### config.mk
export PLATFORM = sky130hd
export DESIGN_NAME = sub_nibble_serial
export DESIGN_NICKNAME = d
export VERILOG_FILES = /design/src/rtl/sub_nibble_serial.sv
export SDC_FILE = /design/constraint.sdc
export NUM_CORES = 1
export LEC_CHECK = 0
export ABC_AREA = 0
export BUFFER_PORTS_ARGS = -buffer_cell sky130_fd_sc_hd__buf_2
export CELL_PAD_IN_SITES_DETAIL_PLACEMENT = 1
export CELL_PAD_IN_SITES_GLOBAL_PLACEMENT = 2
export CORE_ASPECT_RATIO = 1.5
export CORE_MARGIN = 10
export CORE_UTILIZATION = 32
export DETAILED_ROUTE_END_ITERATION = 8
export GPL_TIMING_DRIVEN = 0
export MAX_ROUTING_LAYER = met4
export PLACE_DENSITY = 0.73
export SLEW_MARGIN = 20
export SYNTH_ARGS = -nofsm -noshare
export SYNTH_HDL_FRONTEND = slang
export SYNTH_SLANG_ARGS = --single-unit
export TNS_END_PERCENT = 100
### constraint.sdc
create_clock -name clk -period 3.8 [get_ports clk]
set_input_delay 0.38 -clock clk [delete_from_list [all_inputs] [get_ports clk]]
set_output_delay 0.38 -clock clk [all_outputs]
set_load 0.03 [all_outputs]
### src/rtl/sub_nibble_serial.sv
// -----------------------------------------------------------------------------
// sub_nibble_serial
//   Nibble-serial WIDTH-bit subtractor. Computes din1 - din2 (mod 2^WIDTH)
//   four bits per cycle through a single 4-bit subtract slice. The slice
//   borrow is chained between cycles, so one flat-width carry chain is
//   replaced by NIBBLES iterations of a 4-bit one.
//
//   Handshake: valid/ready on both sides. Operands are captured only on the
//   accept edge (in_valid && in_ready). The result stays in DONE, held
//   stable, until the consumer asserts out_ready.
//
//   Timing: out_valid rises NIBBLES+1 edges after the accept edge (the accept
//   edge counts as the first). No overlap between operations.
//
// Parameters
//   WIDTH      operand/result width, a multiple of 4 and >= 8
//
// Optional feature
//   SUBSER_OVF_EN  when defined, adds the ovf output (signed overflow of the
//                  subtraction), registered together with the result.
//
// Ports
//   clk        in   rising-edge clock
//   rst        in   synchronous active-high reset
//   in_valid   in   operands valid
//   in_ready   out  block can accept operands (IDLE and not in reset)
//   din1       in   minuend
//   din2       in   subtrahend
//   out_valid  out  result valid
//   out_ready  in   consumer accepts result
//   dout       out  din1 - din2, modulo 2^WIDTH
//   bout       out  borrow, 1 when din1 < din2 (unsigned)
//   ovf        out  signed overflow (SUBSER_OVF_EN only)
// -----------------------------------------------------------------------------
module sub_nibble_serial #(
  parameter int WIDTH = 16
) (
  input  logic             clk,
  input  logic             rst,
  input  logic             in_valid,
  output logic             in_ready,
  input  logic [WIDTH-1:0] din1,
  input  logic [WIDTH-1:0] din2,
  output logic             out_valid,
  input  logic             out_ready,
  output logic [WIDTH-1:0] dout,
  output logic             bout
`ifdef SUBSER_OVF_EN
  ,
  output logic             ovf
`endif
);

  localparam int NIBBLES = WIDTH / 4;
  localparam int CNT_W   = (NIBBLES > 1) ? $clog2(NIBBLES) : 1;
  localparam logic [CNT_W-1:0] LAST_NIB = CNT_W'(NIBBLES - 1);

  typedef enum logic [1:0] {
    IDLE = 2'd0,
    RUN  = 2'd1,
    DONE = 2'd2
  } state_t;

  state_t             state;
  logic [CNT_W-1:0]   cnt;
  logic               cin;
  logic [WIDTH-1:0]   op1;
  logic [WIDTH-1:0]   op2;
  logic [4:0]         slice;
`ifdef SUBSER_OVF_EN
  logic               msb1;
  logic               msb2;
`endif

  // 4-bit subtract slice, implemented as a + ~b + bin. The "bin" input is
  // really a carry-in (1 = no borrow pending), and the returned borrow is
  // the inverted carry-out. Result packing: {borrow, diff[3:0]}.
  function automatic logic [4:0] sub_4bit(input logic [3:0] a,
                                          input logic [3:0] b,
                                          input logic       bin);
    logic [4:0] s;
    s = {1'b0, a} + {1'b0, ~b} + {4'b0000, bin};
    return {~s[4], s[3:0]};
  endfunction

  always_comb begin
    slice = sub_4bit(op1[3:0], op2[3:0], cin);
  end

  // Depends only on state and reset so the upstream can never see a
  // combinational path from its own in_valid back to in_ready.
  assign in_ready = (state == IDLE) && !rst;

  always_ff @(posedge clk) begin
    if (rst) begin
      state     <= IDLE;
      cnt       <= '0;
      cin       <= 1'b1;
      out_valid <= 1'b0;
      dout      <= '0;
      bout      <= 1'b0;
`ifdef SUBSER_OVF_EN
      ovf       <= 1'b0;
`endif
    end else begin
      case (state)
        IDLE: begin
          if (in_valid && in_ready) begin
            op1   <= din1;
            op2   <= din2;
            cnt   <= '0;
            cin   <= 1'b1;
`ifdef SUBSER_OVF_EN
            msb1  <= din1[WIDTH-1];
            msb2  <= din2[WIDTH-1];
`endif
            state <= RUN;
          end
        end

        RUN: begin
          // Result nibbles enter at the MSB end; after NIBBLES shifts the
          // first (least significant) nibble has reached bit 0.
          dout <= {slice[3:0], dout[WIDTH-1:4]};
          op1  <= op1 >> 4;
          op2  <= op2 >> 4;
          cin  <= ~slice[4];
          cnt  <= cnt + 1'b1;
          if (cnt == LAST_NIB) begin
            bout      <= slice[4];
`ifdef SUBSER_OVF_EN
            // slice[3] is the result MSB being shifted in on this edge.
            ovf       <= (msb1 != msb2) && (slice[3] != msb1);
`endif
            out_valid <= 1'b1;
            state     <= DONE;
          end
        end

        DONE: begin
          if (out_ready) begin
            out_valid <= 1'b0;
            state     <= IDLE;
          end
        end

        default: begin
          out_valid <= 1'b0;
          state     <= IDLE;
        end
      endcase
    end
  end

endmodule

; ---- Word level (Yosys, flattened, before mapping)
; Index checks and enable logic that the tools add are counted.
[word_totals]
reg_bits = 55
latch_bits = 0
mem_bits_rw = 0
mem_bits_ro = 0
in_bits = 36
output_inout_bits = 19
wordCells = 46
mem_count = 0
[classes]
n_addsub = 3
multipliers = 0
n_div = 0
magnitude_cmp = 0
n_eq_ne = 6
n_shift = 0
n_mux = 15
bitwise_logic = 4
n_reduce_logical = 10
[op_table]
columns = cell, count
row1 = case mux 16 bit (2 select lines), 2
row2 = 2-to-1 mux 16 bit, 2
row3 = AND reduction 3 bit, 3
row4 = 2-to-1 mux 2 bit, 4
row5 = case mux 2 bit (3 select lines), 1
row6 = adder 4 x 4 -> 5 bit, 1
row7 = adder 5 x 1 -> 5 bit, 1
row8 = "equality test 2 bit, second input constant", 2
row9 = "!= test 2 bit, second input constant", 2
row10 = inverter 4 bit, 1
row11 = case mux 2 bit (2 select lines), 1
row12 = AND reduction 2 bit, 2
row13 = 2-to-1 mux 1 bit, 3
row14 = inverter 1 bit, 3
row15 = case mux 1 bit (3 select lines), 1
row16 = "adder 2 x 1 -> 2 bit, second input constant", 1
row17 = "equality test 2 x 1 -> 1 bit, second input constant", 1
row18 = logical AND 1 bit, 2
row19 = logical NOT 2 bit, 1
row20 = "!= test 2 x 1 -> 1 bit, second input constant", 1
row21 = case mux 1 bit (2 select lines), 1
row22 = nonzero test 2 bit, 1
row23 = logical NOT 1 bit, 1

; ---- Depth between registers and ports, before layout
; Gate-level depths: netlist (run 1).
[logic_depth]
ltp_word = 5
ltp_mapped = 7

; ---- Least setup slack after synthesis (run 1)
; OpenSTA, ideal clock, no wires.
[synth_path]
path_kind = input port to flip-flop
from = in rst
to = reg op1[0], enable pin
setup_time_ns = 0.461
t_arrival_ns = 2.994
path_slack_ns = 0.345
path_stages = 3
cell_sequence = buf_2 buf_1 nor3_1
[synth_between]
elab_chain_cells = 5
elab_cells_between_ends = 6
classes_between = eq/ne (1) / bitwise (1) / reduce/logical (4)
[synth_lines]
columns = item, line
row1 = from (decl), 39  ; input logic rst,
row2 = logical NOT 1 bit, 92  ; assign in_ready = (state == IDLE) && !rst;
row3 = logical AND 1 bit, 92
row4 = logical AND 1 bit, 108  ; if (in_valid && in_ready) begin
row5 = != test 2 x 1 -> 1 bit (no line), n/a
row6 = AND reduction 3 bit (no line) *, n/a
row7 = to (signal assigned), 109  ; op1 <= din1;
row8 = to (signal assigned), 125  ; op1 <= op1 >> 4;
row9 = to (decl), 67  ; logic [WIDTH-1:0] op1;
; Mark *: on every way between the ends. The rest lies on a longest branch, timed or not.
; A chain may end at the register's enable or synchronous reset.

; ---- Worst setup path after layout (run 1)
[layout_path]
from = in rst
to = reg op2[1], enable pin
[layout_between]
elab_chain_cells = 5
elab_cells_between_ends = 6
classes_between = eq/ne (1) / bitwise (1) / reduce/logical (4)
[layout_lines]
columns = item, line
row1 = logical NOT 1 bit, 92
row2 = logical AND 1 bit, 92
row3 = logical AND 1 bit, 108
row4 = != test 2 x 1 -> 1 bit (no line), n/a
row5 = AND reduction 3 bit (no line) *, n/a
row6 = to (signal assigned), 110  ; op2 <= din2;
row7 = to (signal assigned), 126  ; op2 <= op2 >> 4;
row8 = to (decl), 68  ; logic [WIDTH-1:0] op2;
; Marks and branches as above.

==> results.cfg, run 1 <==
[worst_setup_path]
highest_fanout_seen_on_the_critical_path = 10
cp-end-kind = flip-flop
critPathArrivalTime_ns = 2.24
worstSetupStartpointType = input port
worstPathRequired_ns = 3.83
worstRegToRegCells = 6
setup.reg_to_reg.worst_slack_ns = 1.78
rr_endpoint = op2[1]
worst-setup-path-type = in2reg
timing.rr.start = state[0]

[power_and_ir_drop]
power.sequential.fraction_pct = 54.5
pwr-share-comb_pct = 13.2
swShare_pct = 25.38
ir_worst_vdd_uv = 162.4
clock_power_share_pct = 32.3
post-layout-total-power_w = 0.001257
power_report.internal_total_w = 0.0009378
cellLeakagePower_nw = 1.286
power.switching_w = 0.0003189
total_power_divided_by_cell_area_nw_per_um2 = 430.9

[die]
die_y_um = 125.6
placeableCoreArea_um2 = 7227
num_rows = 38
fp.dieW_um = 90.38
starting_density_of_the_core_pct = 32.89
i_o_pin_count = 55
die_area_um2 = 11350

[global_route]
grt_first_pass_wirelength_um = 9239
grt_max_degree = 19
overall_overflow_remaining_after_global_route = 0
antenna_violations_before_repair = 0
track_usage_pct = 10.25
via_count_of_the_first_global_routing_pass = 1912

[synth]
synthesis.yosys.warnings = 0
synth_top_cells_by_count = 103 x sky130_fd_sc_hd__nand2_1, 32 x sky130_fd_sc_hd__edfxtp_1, 23 x sky130_fd_sc_hd__dfxtp_1
synth_seq_area_share_pct = 59.79
syn_inst = 241
dominant_cells_by_area_after_synthesis = sky130_fd_sc_hd__edfxtp_1 40%, sky130_fd_sc_hd__dfxtp_1 19%, sky130_fd_sc_hd__nand2_1 16%, sky130_fd_sc_hd__a21oi_1 3.6%, sky130_fd_sc_hd__buf_6 2.4%
synth_enable_flop_cells = 32
synthMostInstantiatedCell = sky130_fd_sc_hd__nand2_1
synth-seq-cells = 55
yosysTopAreaCell = sky130_fd_sc_hd__edfxtp_1
synthesis.area_per_instance_um2 = 9.864
yosysTopAreaCellShare_pct = 40.42
syn-num-nets = 283
synth_area_um2 = 2377
synthArstFlopShare_pct = 0
yosysUniqueCellTypes = 30
synth_flop_cell = sky130_fd_sc_hd__edfxtp_1

[sta]
slew_headroom_pct = 58.23
min_period_over_period_pct = 58.24
hold_ws_ns = 0.3257
timing.final.ws_setup_ns = 1.587
finalMaxSlewViolations = 0
grt_setup_unrepaired = no
max_slew.worst_pin.slew_ns = 0.6232
timing.final.crit_period_ns = 2.213
finClkSkew_ns = 0.009583
maxClockFrequency_mhz = 451.9
setup-violations-final = 0
hold_viol = 0

[routing]
drt-total-wl_um = 5654
number_of_nets_still_failing_antenna_checks_after_routing = 0
drt-pass1-iter-count = 4
drt_drc_violations_left = 0
num_vias = 1814
drt-vias-per-instance = 4.468
route.detailed.wl_per_inst_um = 13.93
dr.first_iter.drc_count = 37

[status]
run_status = finished clean

[clock_tree]
cts_buffers = 5
postCtsSetupRepairBufs = 0
tritoncts = built
clk_pin_slew_worst_paths_ns = 0.11
clkSinkCount = 55
worst_skew_pair.late_latency_ns = 0.31
buffers_from_clock_root_to_sink_at_most = 2
postCtsHoldBufs = 0
cts.repair.resized = 0
cts_root_buf = sky130_fd_sc_hd__clkbuf_8
cts_max_level = 2

[worst_hold_path]
hold_path_depth = 3
worst_hold_path_type = in2reg
hold_path.startpoint = din1[0]
worst_hold_path.endpoint = op1[0]

[placed_design]
routabilityCongestion = 0.7230
preCtsSetupSlack_ns = 1.162
dpl.hpwl_um = 4321
buffer_ports.inserted = 54

[final_layout]
design.final.nets = 347
drive_above_1_share_pct = 26.47
count_of_antenna_diodes_in_the_layout = 0
area_growth_synth_to_finish_pct = 22.68

[flow_run]
drv_cap = 0
## stage by stage
step	setup TNS, ns	utilization, %	instances	instance area [um^2]
2_1_floorplan	0	-	241	2377
5_1_grt	0	40.36	406	2917
3_3_place_gp	-32.98	38.37	395	2773
4_1_cts	0	40.36	406	2917
6_report	0	40.36	406	2917
3_5_place_dp	0	38.75	398	2800
## critical path: stages
cell and delay (ns):
sky130_fd_sc_hd__buf_2 0.10, sky130_fd_sc_hd__buf_2 0.17, sky130_fd_sc_hd__buf_1 0.28, sky130_fd_sc_hd__nor3_2 0.59, sky130_fd_sc_hd__buf_4 0.31, sky130_fd_sc_hd__buf_4 0.21, sky130_fd_sc_hd__buf_4 0.19
## power groups by stage
stage / combinational, W / clock [W] / sequential (W)
global placement: 0.000163 / 0 / 0.000700
global route: 0.000189 / 0.000447 / 0.000688
detailed placement: 0.000172 / 0 / 0.000700
CTS: 0.000172 / 0.000421 / 0.000686
finish: 0.000166 / 0.000406 / 0.000685
floorplan: 0.0000963 / 0 / 0.000710
## worst max path at each step
stage               start  endpoint  slack [ns]  depth (start not counted)
detailed placement    rst    op2[1]        1.16                          7
CTS                   rst    op2[5]        1.50                          7
global placement      rst    op2[1]       -1.03                          4
global route          rst    op2[1]        1.39                          7
finish                rst    op2[1]        1.59                          7
floorplan             rst    op1[0]        0.34                          3
## final cells by class
class | instances | area (um^2)
fillers | 877 | 4310
flip-flops and latches | 55 | 1421
multi-input cells | 164 | 828.3
repair buffers | 57 | 292.8
well taps | 100 | 125.1
plain buffers | 15 | 106.4
clock buffers | 5 | 68.82
clock inverters | 3 | 47.55
inverters | 7 | 26.28
## placed cells by master, fill, tap and decap left out, types with 3 or more instances in the layout
master,instances
sky130_fd_sc_hd__a21oi_1,17
sky130_fd_sc_hd__buf_2,61
sky130_fd_sc_hd__buf_4,4
sky130_fd_sc_hd__edfxtp_1,32
sky130_fd_sc_hd__buf_6,5
sky130_fd_sc_hd__nor2_1,6
sky130_fd_sc_hd__inv_1,7
sky130_fd_sc_hd__dfxtp_1,23
sky130_fd_sc_hd__clkbuf_8,5
sky130_fd_sc_hd__nand2_1,103
sky130_fd_sc_hd__ha_1,4
sky130_fd_sc_hd__and2_1,8
sky130_fd_sc_hd__nand3b_1,3
## cells by family after synthesis
logic type | share of synthesized area (%)
DFF | 59.79
muxes | 0.8421
xor gates and xnor gates | 0.3685
and+or+nand+nor | 23.26
buffers and inverters | 5.579
adders and majority gates | 3.790
AOI/OAI and AO/OA | 6.369
## sequential cells by signal (all words and copies together), names as in the netlist
name	count
bout	1
cin	1
cnt	2
op2	16
state	2
dout	16
op1	16
out_valid	1
## metal layers
layer | global-route usage [%] | part of all wire [%] | vias to the layer above
met3 | 2.814 | 4.1 | 4
li1 | - | - | 914
met1 | 10.91 | 43 | 857
met5 | - | 0 | -
met2 | 18.18 | 53 | 39
met4 | 2.820 | 0.76 | 0
Note: power is estimated with default switching activity, not from simulation.
==> run 2: changes to the inputs <==
--- a/config.mk
+++ b/config.mk
@@ -11,11 +11,11 @@
 export CELL_PAD_IN_SITES_GLOBAL_PLACEMENT = 2
 export CORE_ASPECT_RATIO = 1.5
 export CORE_MARGIN = 10
-export CORE_UTILIZATION = 32
+export CORE_UTILIZATION = 29
 export DETAILED_ROUTE_END_ITERATION = 8
 export GPL_TIMING_DRIVEN = 0
 export MAX_ROUTING_LAYER = met4
-export PLACE_DENSITY = 0.73
+export PLACE_DENSITY = 0.7
 export SLEW_MARGIN = 20
 export SYNTH_ARGS = -nofsm -noshare
 export SYNTH_HDL_FRONTEND = slang
==> constraint.sdc (replaced) <==
create_clock -name clk -period 1.9 [get_ports clk]
set_input_delay 0.19 -clock clk [delete_from_list [all_inputs] [get_ports clk]]
set_output_delay 0.19 -clock clk [all_outputs]
set_load 0.03 [all_outputs]
==> results.cfg, run 2 (same netlist as run 1, synthesis figures left out) <==
[power_and_ir_drop]
cellLeakagePower_nw = 1.289
ir_worst_vdd_uv = 342.9
post-layout-total-power_w = 0.002599
total_power_divided_by_cell_area_nw_per_um2 = 875.9

[sta]
max_slew.worst_pin.slew_ns = 0.6384
timing.final.crit_period_ns = 1.773
maxClockFrequency_mhz = 563.9
hold_viol = 0
timing.final.ws_setup_ns = 0.1267
grt_setup_unrepaired = no
setup-violations-final = 0
finalMaxSlewViolations = 0
finClkSkew_ns = 0.009275
min_period_over_period_pct = 93.33
slew_headroom_pct = 57.44

[worst_setup_path]
critPathArrivalTime_ns = 1.94
worstPathRequired_ns = 2.07
worst-setup-path-type = reg2reg
setup.reg_to_reg.worst_slack_ns = 0.13
worstSetupStartpointType = flip-flop
cp-end-kind = flip-flop
highest_fanout_seen_on_the_critical_path = 2
worstRegToRegCells = 6
crit_path_from = op1[0]
timing.rr.start = op1[0]
rr_endpoint = cin

[die]
starting_density_of_the_core_pct = 29.69
i_o_pin_count = 55
die_y_um = 130.9
die_area_um2 = 12290
placeableCoreArea_um2 = 8008
fp.dieW_um = 93.93
num_rows = 40

[clock_tree]
postCtsSetupRepairBufs = 0
tritoncts = built
clkSinkCount = 55
worst_skew_pair.late_latency_ns = 0.29
buffers_from_clock_root_to_sink_at_most = 2
clk_pin_slew_worst_paths_ns = 0.07
cts_buffers = 5
postCtsHoldBufs = 0
cts_max_level = 2
cts_root_buf = sky130_fd_sc_hd__clkbuf_16

[global_route]
antenna_violations_before_repair = 0
overall_overflow_remaining_after_global_route = 0
grt_first_pass_wirelength_um = 9142
grt_max_degree = 17
track_usage_pct = 9.793
via_count_of_the_first_global_routing_pass = 1926

[placed_design]
dpl.hpwl_um = 4252
numPlacedInstances = 402
preCtsSetupSlack_ns = 0.06303
routabilityCongestion = 0.7298
buffer_ports.inserted = 54

[final_layout]
area_growth_synth_to_finish_pct = 24.79
count_of_antenna_diodes_in_the_layout = 0
multiInputGateArea_um2 = 839.6
fin_cells = 410
layout.cells.most_common = sky130_fd_sc_hd__nand2_1
design.final.nets = 346
n_fill_cell = 952
seq_area_um2 = 1421
drive_above_1_share_pct = 26.56
top_library_cells_by_usage_in_the_layout_fill_and_taps_aside = 103 x sky130_fd_sc_hd__nand2_1, 61 x sky130_fd_sc_hd__buf_2, 32 x sky130_fd_sc_hd__edfxtp_1
layout.core_utilization_pct = 37.05
largest_registers = dout x16, op1 x16, op2 x16

[worst_hold_path]
worst_hold_path.endpoint = op1[11]
worst_hold_path_type = in2reg
hold_path_depth = 3
hold_path.startpoint = din1[11]

[routing]
dr.first_iter.drc_count = 56
drt-total-wl_um = 5608
route.detailed.wl_per_inst_um = 13.68
number_of_nets_still_failing_antenna_checks_after_routing = 0
drt_drc_violations_left = 0
drt-pass1-iter-count = 4
num_vias = 1782
drt-vias-per-instance = 4.346

[flow_run]
drv_cap = 0

[status]
run_status = finished clean
-- run 2: cell types whose count changed in the layout (fill, tap and decap cells not counted), moves of 2 or more --
cell	change
sky130_fd_sc_hd__buf_4	-3
sky130_fd_sc_hd__buf_8	+2
sky130_fd_sc_hd__clkbuf_16	+5
sky130_fd_sc_hd__clkbuf_8	-5
sky130_fd_sc_hd__fa_1	-2
sky130_fd_sc_hd__fa_2	+2
-- run 2: metrics by stage --
step           hold slack (ns)  cell area (um^2)  TNS, ns
3_5_place_dp            0.4483              2820        0
5_1_grt                 0.1608              2967        0
3_3_place_gp            0.4388              2790   -19.37
4_1_cts                 0.1586              2962        0
6_report                0.1657              2967        0
2_1_floorplan           0.3616              2389        0
-- run 2: worst max path at each step --
stage / endpoint / slack (ns)
2_1_floorplan: op1[0] / 0.09
3_3_place_gp: op2[12] / -0.61
3_5_place_dp: cin / 0.06
4_1_cts: cin / 0.05
5_1_grt: cin / 0.03
6_report: cin / 0.13
-- run 2: final cells by class --
| class | count | area share (%) |
|---|---|---|
| multi-input combinational | 164 | 28.30 |
| sequential | 55 | 47.91 |
| clock inverter | 2 | 0.4218 |
| timing repair buffer | 56 | 10.12 |
| tap | 105 | 4.429 |
| clock buffer | 6 | 4.344 |
| buffer | 15 | 3.585 |
| inverter | 7 | 0.8857 |
-- run 2: power breakdown --
| group | switching [W] | internal (W) | leakage (nW) |
|---|---|---|---|
| registers | 0.0000266 | 0.00134 | 0.495 |
| logic | 0.000201 | 0.000136 | 0.730 |
| clock network | 0.000405 | 0.000486 | 0.0630 |
| total | 0.000633 | 0.00197 | 1.29 |
-- run 2: worst max-delay path, cell delays in order, from the launching register on --
cell                       delay, ns
sky130_fd_sc_hd__edfxtp_1       0.43
sky130_fd_sc_hd__fa_2           0.39
sky130_fd_sc_hd__inv_1          0.08
sky130_fd_sc_hd__fa_2           0.21
sky130_fd_sc_hd__nor2b_1        0.05
sky130_fd_sc_hd__o21a_1         0.19
sky130_fd_sc_hd__o41a_1         0.30
-- run 2: layer usage --
layer,vias to the layer above,GRT usage [%],part of all wire [%]
li1,915,-,-
met2,42,16.61,52
met4,0,3.498,0.91
met3,4,2.856,5.1
met5,-,-,0
met1,821,10.64,42
-- run 2: timing repair --
item,CTS,global route
endpoints found under the hold margin,0,0
setup endpoints to repair,0,1
resized for setup,0,2
==> run 3: changes to the inputs <==
--- a/config.mk
+++ b/config.mk
@@ -12,6 +12,7 @@
 export CORE_ASPECT_RATIO = 1.5
 export CORE_MARGIN = 10
 export CORE_UTILIZATION = 29
+export CTS_BUF_LIST = sky130_fd_sc_hd__clkbuf_16
 export DETAILED_ROUTE_END_ITERATION = 8
 export GPL_TIMING_DRIVEN = 0
 export MAX_ROUTING_LAYER = met4
==> results.cfg, run 3 (same netlist as run 1, synthesis figures left out) <==
[routing]
drt-vias-per-instance = 4.349
met2RoutedLength_um = 2895
dr.first_iter.drc_count = 53
drt_drc_violations_left = 0
drt-total-wl_um = 5606
m1WireLength_um = 2371
num_vias = 1783
drt-pass1-iter-count = 4
route.detailed.wl_per_inst_um = 13.67
number_of_nets_still_failing_antenna_checks_after_routing = 0
highest-signal-layer = met4
routed_met3_length_um = 287

[final_layout]
multiInputGateArea_um2 = 839.6
design_area_um2 = 2967
largest_registers = dout x16, op1 x16, op2 x16
n_fill_cell = 952
layout.core_utilization_pct = 37.05
top_library_cells_by_usage_in_the_layout_fill_and_taps_aside = 103 x sky130_fd_sc_hd__nand2_1, 61 x sky130_fd_sc_hd__buf_2, 32 x sky130_fd_sc_hd__edfxtp_1
seq_area_um2 = 1421
count_of_antenna_diodes_in_the_layout = 0
area_growth_synth_to_finish_pct = 24.79
layout.cells.most_common = sky130_fd_sc_hd__nand2_1
drive_above_1_share_pct = 26.56
design.final.nets = 346

[sta]
min_period_over_period_pct = 93.35
grt_setup_unrepaired = no
finClkSkew_ns = 0.009335
setup-violations-final = 0
hold_ws_ns = 0.1658
slew_headroom_pct = 57.44
maxClockFrequency_mhz = 563.8
max_slew.worst_pin.slew_ns = 0.6384
finalMaxSlewViolations = 0
timing.final.crit_period_ns = 1.774
hold_viol = 0

[clock_tree]
clk_pin_slew_worst_paths_ns = 0.07
cts_max_level = 2
cts_buffers = 5
worst_skew_pair.late_latency_ns = 0.29
buffers_from_clock_root_to_sink_at_most = 2
clkSinkCount = 55
tritoncts = built
postCtsSetupRepairBufs = 0
cts_root_buf = sky130_fd_sc_hd__clkbuf_16

[die]
placeableCoreArea_um2 = 8008
die_y_um = 130.9
i_o_pin_count = 55
fp.dieW_um = 93.93
die_area_um2 = 12290
starting_density_of_the_core_pct = 29.69
num_rows = 40

[placed_design]
buffer_ports.inserted = 54
dpl.hpwl_um = 4252
placed_area_um2 = 2820
routabilityCongestion = 0.7298

[worst_hold_path]
worst_hold_path_type = in2reg

[status]
run_status = finished clean

[global_route]
grt_max_degree = 17
antenna_violations_before_repair = 0
overall_overflow_remaining_after_global_route = 0
track_usage_pct = 9.793
grt_first_pass_wirelength_um = 9142
via_count_of_the_first_global_routing_pass = 1926

[worst_setup_path]
worstSetupStartpointType = flip-flop
cp-end-kind = flip-flop
worst-setup-path-type = reg2reg
worstPathRequired_ns = 2.07
critPathArrivalTime_ns = 1.94
highest_fanout_seen_on_the_critical_path = 2

[flow_run]
drv_cap = 0

[power_and_ir_drop]
swShare_pct = 24.40
pwr-share-comb_pct = 13.0
post-layout-total-power_w = 0.002593
clock_power_share_pct = 34.2
power_report.internal_total_w = 0.001960
cellLeakagePower_nw = 1.293
total_power_divided_by_cell_area_nw_per_um2 = 873.9
power.sequential.fraction_pct = 52.8
power.switching_w = 0.0006326
ir_worst_vdd_uv = 334.9
[run 3: cell types whose count changed in the layout (fill, tap and decap cells not counted), sizes merged]
cell,before,now
clkbuf,6,5
inv,7,8
[run 3: layout make-up]
type,count,area share [%]
sequential,55,47.91
multi-input combinational,164,28.30
timing repair buffer,56,10.12
tap,105,4.429
clock buffer,5,4.218
buffer,15,3.585
inverter,7,0.8857
clock inverter,3,0.5483
[run 3: through the flow]
step                      setup TNS (ns)  std cells  setup WS, ns
after floorplan                        0        241       0.08668
after global placement            -19.37        400       -0.6076
after detailed placement               0        402       0.06303
after CTS                              0        410       0.04545
after global routing                   0        410       0.02556
final                                  0        410        0.1264
[run 3: worst paths after layout]
kind / start / slack, ns / end / cells after the start
min: din1[11] / 0.17 / op1[11] / 3
max reg2reg: op1[0] / 0.13 / cin / 6
min reg2reg: dout[1] / 0.45 / dout[1] / 2
max: op1[0] / 0.13 / cin / 6
[run 3: critical path: stages (launching register included)]
cell and delay [ns]:
sky130_fd_sc_hd__edfxtp_1 0.43, sky130_fd_sc_hd__fa_2 0.39, sky130_fd_sc_hd__inv_1 0.08, sky130_fd_sc_hd__fa_2 0.21
sky130_fd_sc_hd__nor2b_1 0.05, sky130_fd_sc_hd__o21a_1 0.19, sky130_fd_sc_hd__o41a_1 0.30
[run 3: per-layer routing]
metal	vias to the layer above	GRT usage, %
li1	915	-
met1	822	10.64
met2	42	16.61
met3	4	2.856
met4	0	3.498
met5	-	-
[run 3: power groups by stage]
stage	registers, W	logic (W)	clock network [W]
after floorplan	0.00142	0.000195	0
after global placement	0.00140	0.000330	0
after detailed placement	0.00140	0.000346	0
after CTS	0.00137	0.000347	0.000918
after global routing	0.00138	0.000386	0.000972
final	0.00137	0.000337	0.000886
[run 3: repair_timing]
action                     in CTS  in global routing
setup endpoints to repair       0                  1
hold buffers                    0                  0
gates resized for setup         0                  2
